--- config.mk ---
export PLATFORM = sky130hd
export DESIGN_NAME = panda_divseq
export DESIGN_NICKNAME = d
export VERILOG_FILES = /design/src/rtl/panda_divseq.sv
export SDC_FILE = /design/constraint.sdc
export NUM_CORES = 1
export LEC_CHECK = 0
export ABC_AREA = 0
export CAP_MARGIN = 20
export CORE_ASPECT_RATIO = 0.8
export CORE_UTILIZATION = 35
export DETAILED_ROUTE_END_ITERATION = 10
export GPL_ROUTABILITY_DRIVEN = 0
export PLACE_DENSITY_LB_ADDON = 0.3
export SYNTH_ARGS = -nofsm -noshare
export SYNTH_HDL_FRONTEND = slang
export SYNTH_SLANG_ARGS = --single-unit
--- constraint.sdc ---
create_clock -name clk_i -period 7.91 [get_ports clk_i]
set_input_delay 1.582 -clock clk_i [delete_from_list [all_inputs] [get_ports clk_i]]
set_output_delay 1.582 -clock clk_i [all_outputs]
set_load 0.02 [all_outputs]
--- src/rtl/panda_divseq.sv ---
// panda_divseq: steps a panda_div pulse divider through up to four divisor/repeat entries.
// Optional macro PANDA_DIVSEQ_PASS_COUNT_EN: repeat the table CYCLES times (0 = forever).
module panda_divseq #(
    parameter int NUM_ENTRIES = 4
) (
    input  logic        clk_i,
    input  logic        rst_i,
    input  logic        enable_i,
    input  logic        outd_i,
    input  logic [31:0] DIV0,
    input  logic [31:0] DIV1,
    input  logic [31:0] DIV2,
    input  logic [31:0] DIV3,
    input  logic [31:0] REP0,
    input  logic [31:0] REP1,
    input  logic [31:0] REP2,
    input  logic [31:0] REP3,
    input  logic [2:0]  TABLE_LEN,
    input  logic [31:0] CYCLES,
    output logic [31:0] divisor_o,
    output logic        div_rst_o,
    output logic        active_o,
    output logic        done_o,
    output logic [1:0]  ENTRY,
    output logic [31:0] PASS_COUNT,
    output logic [1:0]  state_o
);

    typedef enum logic [1:0] {
        S_IDLE = 2'd0,
        S_LOAD = 2'd1,
        S_RUN  = 2'd2,
        S_DONE = 2'd3
    } state_t;

    localparam logic [2:0] MAX_LEN = 3'(NUM_ENTRIES);

    state_t      state_q, state_d;
    logic        enable_q;
    logic        outd_q;
    logic [31:0] pulse_cnt_q, pulse_cnt_d;
    logic [31:0] target_q, target_d;
    logic [31:0] pass_cnt_q, pass_cnt_d;
    logic [1:0]  entry_q, entry_d;
    logic [31:0] divisor_q, divisor_d;
    logic        div_rst_q, div_rst_d;
    logic        active_q, active_d;
    logic        done_q, done_d;

    logic        enable_rise;
    logic        outd_rise;
    logic [2:0]  tlen_eff;
    logic [1:0]  last_entry;
    logic [31:0] pulse_next;
    logic [31:0] pass_next;
    logic        continue_pass;
    logic [31:0] div_sel;
    logic [31:0] rep_sel;

    assign enable_rise = enable_i & ~enable_q;
    assign outd_rise   = outd_i & ~outd_q;
    assign pulse_next  = pulse_cnt_q + 32'd1;
    assign pass_next   = pass_cnt_q + 32'd1;

    // TABLE_LEN is read live, so a shrinking table ends the pass at the next entry end.
    always_comb begin
        tlen_eff = TABLE_LEN;
        if (TABLE_LEN == 3'd0) begin
            tlen_eff = 3'd1;
        end else if (TABLE_LEN > MAX_LEN) begin
            tlen_eff = MAX_LEN;
        end
    end

    assign last_entry = 2'(tlen_eff - 3'd1);

`ifdef PANDA_DIVSEQ_PASS_COUNT_EN
    assign continue_pass = (CYCLES == 32'd0) || (pass_next < CYCLES);
`else
    logic unused_cycles;
    assign unused_cycles = ^CYCLES;
    assign continue_pass = 1'b0;
`endif

    always_ff @(posedge clk_i) begin
        if (rst_i) begin
            state_q     <= S_IDLE;
            enable_q    <= 1'b0;
            outd_q      <= 1'b0;
            pulse_cnt_q <= 32'd0;
            target_q    <= 32'd1;
            pass_cnt_q  <= 32'd0;
            entry_q     <= 2'd0;
            divisor_q   <= 32'd0;
            div_rst_q   <= 1'b1;
            active_q    <= 1'b0;
            done_q      <= 1'b0;
        end else begin
            state_q     <= state_d;
            enable_q    <= enable_i;
            outd_q      <= outd_i;
            pulse_cnt_q <= pulse_cnt_d;
            target_q    <= target_d;
            pass_cnt_q  <= pass_cnt_d;
            entry_q     <= entry_d;
            divisor_q   <= divisor_d;
            div_rst_q   <= div_rst_d;
            active_q    <= active_d;
            done_q      <= done_d;
        end
    end

    // Abort (enable low) outranks a terminating pulse arriving in the same cycle.
    always_comb begin
        state_d     = state_q;
        entry_d     = entry_q;
        pass_cnt_d  = pass_cnt_q;
        pulse_cnt_d = pulse_cnt_q;
        unique case (state_q)
            S_IDLE: begin
                if (enable_rise) begin
                    state_d     = S_LOAD;
                    entry_d     = 2'd0;
                    pass_cnt_d  = 32'd0;
                    pulse_cnt_d = 32'd0;
                end
            end
            S_LOAD: begin
                pulse_cnt_d = 32'd0;
                state_d     = enable_i ? S_RUN : S_IDLE;
            end
            S_RUN: begin
                if (!enable_i) begin
                    state_d = S_IDLE;
                end else if (outd_rise) begin
                    pulse_cnt_d = pulse_next;
                    if (pulse_next == target_q) begin
                        if (entry_q < last_entry) begin
                            entry_d = entry_q + 2'd1;
                            state_d = S_LOAD;
                        end else begin
                            pass_cnt_d = pass_next;
                            if (continue_pass) begin
                                entry_d = 2'd0;
                                state_d = S_LOAD;
                            end else begin
                                state_d = S_DONE;
                            end
                        end
                    end
                end
            end
            S_DONE: begin
                if (!enable_i) begin
                    state_d = S_IDLE;
                end else if (enable_rise) begin
                    state_d     = S_LOAD;
                    entry_d     = 2'd0;
                    pass_cnt_d  = 32'd0;
                    pulse_cnt_d = 32'd0;
                end
            end
            default: state_d = S_IDLE;
        endcase
    end

    always_comb begin
        div_sel = DIV0;
        rep_sel = REP0;
        case (entry_d)
            2'd0: begin div_sel = DIV0; rep_sel = REP0; end
            2'd1: begin div_sel = DIV1; rep_sel = REP1; end
            2'd2: begin div_sel = DIV2; rep_sel = REP2; end
            2'd3: begin div_sel = DIV3; rep_sel = REP3; end
            default: begin div_sel = DIV0; rep_sel = REP0; end
        endcase
    end

    // The table is sampled on entry to LOAD so the new divisor is already
    // on divisor_o during the single reset cycle the divider sees.
    always_comb begin
        divisor_d = divisor_q;
        target_d  = target_q;
        if (state_d == S_LOAD) begin
            divisor_d = div_sel;
            target_d  = (rep_sel == 32'd0) ? 32'd1 : rep_sel;
        end
        div_rst_d = (state_d != S_RUN);
        active_d  = (state_d == S_RUN);
        done_d    = (state_d == S_DONE);
    end

    assign divisor_o  = divisor_q;
    assign div_rst_o  = div_rst_q;
    assign active_o   = active_q;
    assign done_o     = done_q;
    assign ENTRY      = entry_q;
    assign PASS_COUNT = pass_cnt_q;
    assign state_o    = state_q;

endmodule

==> impl_metrics.toml <==
[outcome]
status = "finished, final reports clean"

[placement]
dpl_worst_slack_ns = 1.880
port_buffers = 333
dp_hpwl_microns = 23260

[routing]
num_vias = 9481
avgRoutedWirePerCell_microns = 18.02
first_pass_iters = 8
drt_iter0_markers = 698
routed_wl_microns = 31590
ant_nets = 0
vias_per_cell = 5.408
post-route-drc-count = 0

[logic_synthesis]
synth_top_flop_cell = "dfxtp_1"
synth_area_leaders = "dfxtp_1 30%, mux2i_1 11%, nand2_1 6.6%"
yosysMostFrequentCell = "nand2_1"
synth_seq_cells = 137
syn_area_per_cell_sq_um = 7.897
async_reset_ff_frac = 0
netlist_area_sq_mm = 0.009057
netlist_top_cells_count = "159 x nand2_1, 137 x dfxtp_1, 105 x nor2_1"
ys_seq_area_frac = 0.3028
syn_inst = 1147
synth.yosys.warnings = 0
synth_area_leader_cell = "dfxtp_1"
synthesis.nets = 1445
synth_edf_count = 0
synth_cell_types = 74
synth_top_area_share = 0.3028

[setup_path]
critPathTopFamily = "simple AND/OR/NAND/NOR gates"
regToRegSetupSlack_ns = 1.95
cp-end-kind = "register"
crit_arrival_ns = 6.30
critPathMaxFanout = 103
crit_chain = "ha_1 > nand3_1 > or3_1 > or4_1 > a211oi_1 > nor4b_2 > o2111ai_1 > mux2_8 > mux2i_1 > mux2i_1 > or4_1 > nor4_2 > nand4_1 > a22oi_1"
critical_path_class = "register to register"
crit_path_start_kind = "register"
worst-path-buf-inv = 0
r2r_start = "pulse_cnt_q[0]"
cpMaxStageDelayCell = "mux2_8"
worstRegToRegCells = 14
required_ns = 8.25
cpPeakStageDelay_ns = 0.78
r2r_end = "target_q[0]"

[global_routing]
antenna_found_initial = 1
grt_start_max_net_pins = 104
overflow = 0
grtUsageTotal = 0.2365
grt_first_pass_wirelength_microns = 49560
first_global_vias = 9210

[finish]
nets = 1713
fin_util = 0.5171
syn_to_final_growth_pct = 44.87
layout-drive-gt1-share = 0.04692

[worst_hold_path]
hold_depth = 2
hp-class = "register to register"
hp-start = "divisor_o[13]"
hold_path_end = "divisor_o[13]"

[timing]
tns_ns = 0
rsz0062_at_grt = "no"
fmax_mhz = 167.8
finalHoldViolCount = 0
finalCriticalPeriod_ns = 5.961
hold_slack_ns = 0.4533
finalSetupViolCount = 0
finalCritPeriodShare = 0.7536
relSlewSlack = 0.2828
finalClockSkew_ns = 0.01321
worst_pin_slew_ns = 1.076
setup_slack_ns = 1.949
slew_violations = 0

[power]
ir_worst_vdd_v = 0.0001496
power_mw = 1.935
leakagePower_nw = 4.938
pwr_density_cell_mw_per_mm2 = 147.5

[run]
max_cap_viol_count = 0

[floorplanning]
start_util = 0.3570
core_sq_mm = 0.02537
rows = 52
io_pins = 366
die_h_microns = 145.9
die_area_sq_mm = 0.02653
fp.dieW_microns = 181.9

[clocking]
cts.clk_slew.worst_paths_ns = 0.07
h-tree-depth = 4
clock-root-buffer = "clkbuf_16"
clock-sinks = 137
ctsHoldBuffers = 0
post_cts_buffers = 0
clkLatencyLatePin_ns = 0.44
cts_tree = "done"
cts_inserted_buffers = 17
cts_buffer_depth = 2
cts_resized = 0
## worst register-to-register path: stages, from the launching register on
cell and delay [ns]:
dfxtp_1 0.47, ha_1 0.36, nand3_1 0.38, or3_1 0.68
or4_1 0.62, a211oi_1 0.23, nor4b_2 0.32, o2111ai_1 0.21
mux2_8 0.78, mux2i_1 0.40, mux2i_1 0.14, or4_1 0.63
nor4_2 0.19, nand4_1 0.24, a22oi_1 0.22
## power by group
part,internal [mW],total [mW],switching [mW]
sequential,0.712,0.731,0.0187
clock,0.509,0.860,0.351
combinational,0.202,0.344,0.142
total,1.42,1.94,0.512
## layer usage
metal	vias to the layer above	track usage	wire length, microns
li1	4676	-	-
met1	4406	0.2869	13340
met2	354	0.3871	14570
met3	45	0.08734	3049
met4	0	0.07521	635
met5	-	0	0
## flip-flops by register name (all words and copies together), names as in the netlist
register	flops
ENTRY	2
PASS_COUNT	32
active_o	1
div_rst_o	1
divisor_o	32
done_o	1
enable_q	1
outd_q	1
pulse_cnt_q	32
state_o	2
target_q	32
## metrics by stage
step | std cells | cell area, sq um
6_report | 1753 | 13120
5_1_grt | 1753 | 13120
4_1_cts | 1751 | 13100
3_5_place_dp | 1719 | 12480
3_3_place_gp | 1719 | 12480
2_1_floorplan | 1147 | 9057
## cell type report
type | count | area, sq um
Clock buffer | 17 | 425.4
Fill cell | 2390 | 12250
Clock inverter | 15 | 202.7
Timing Repair Buffer | 343 | 3413
Multi-Input combinational cell | 907 | 5896
Tap cell | 324 | 405.4
Sequential cell | 137 | 2743
Inverter | 9 | 33.78
Antenna cell | 1 | 2.502
## kinds of logic (layout without fill, tap and decap cells)
kind of cell,count (synthesis),after routing,synth area share
compound gates,247,247,0.1828
xor+xnor,70,70,0.06769
buf+inv,103,384,0.04876
flops,137,137,0.3028
mux,116,116,0.1316
other cells,0,1,0
fa+ha+maj,3,3,0.004145
simple gates,471,471,0.2622
## cell usage in the layout (no fill, tap or decap), types with 19 or more instances in the layout
master | netlist | layout
xor2_1 | 34 | 34
nor2_1 | 105 | 105
xnor2_1 | 36 | 36
and2_1 | 37 | 37
nor3_1 | 20 | 20
o21ai_0 | 40 | 40
nor4_1 | 19 | 19
mux2i_1 | 103 | 103
a21oi_1 | 79 | 78
nand3_1 | 22 | 22
clkdlybuf4s50_1 | 0 | 332
dfxtp_1 | 137 | 137
a211oi_1 | 41 | 41
nand2_1 | 159 | 159
a311o_1 | 32 | 32
## worst max-delay path by stage
stage | from | end | slack [ns] | cells past startpoint
after floorplan | TABLE_LEN[0] | target_q[0] | 3.45 | 15
after global placement | TABLE_LEN[0] | target_q[0] | 1.93 | 14
after detailed placement | TABLE_LEN[0] | target_q[0] | 1.88 | 14
after CTS | pulse_cnt_q[0] | target_q[0] | 1.96 | 14
after global routing | pulse_cnt_q[0] | target_q[0] | 1.53 | 14
final | pulse_cnt_q[0] | target_q[0] | 1.95 | 14
(Power assumes the default switching activity.)
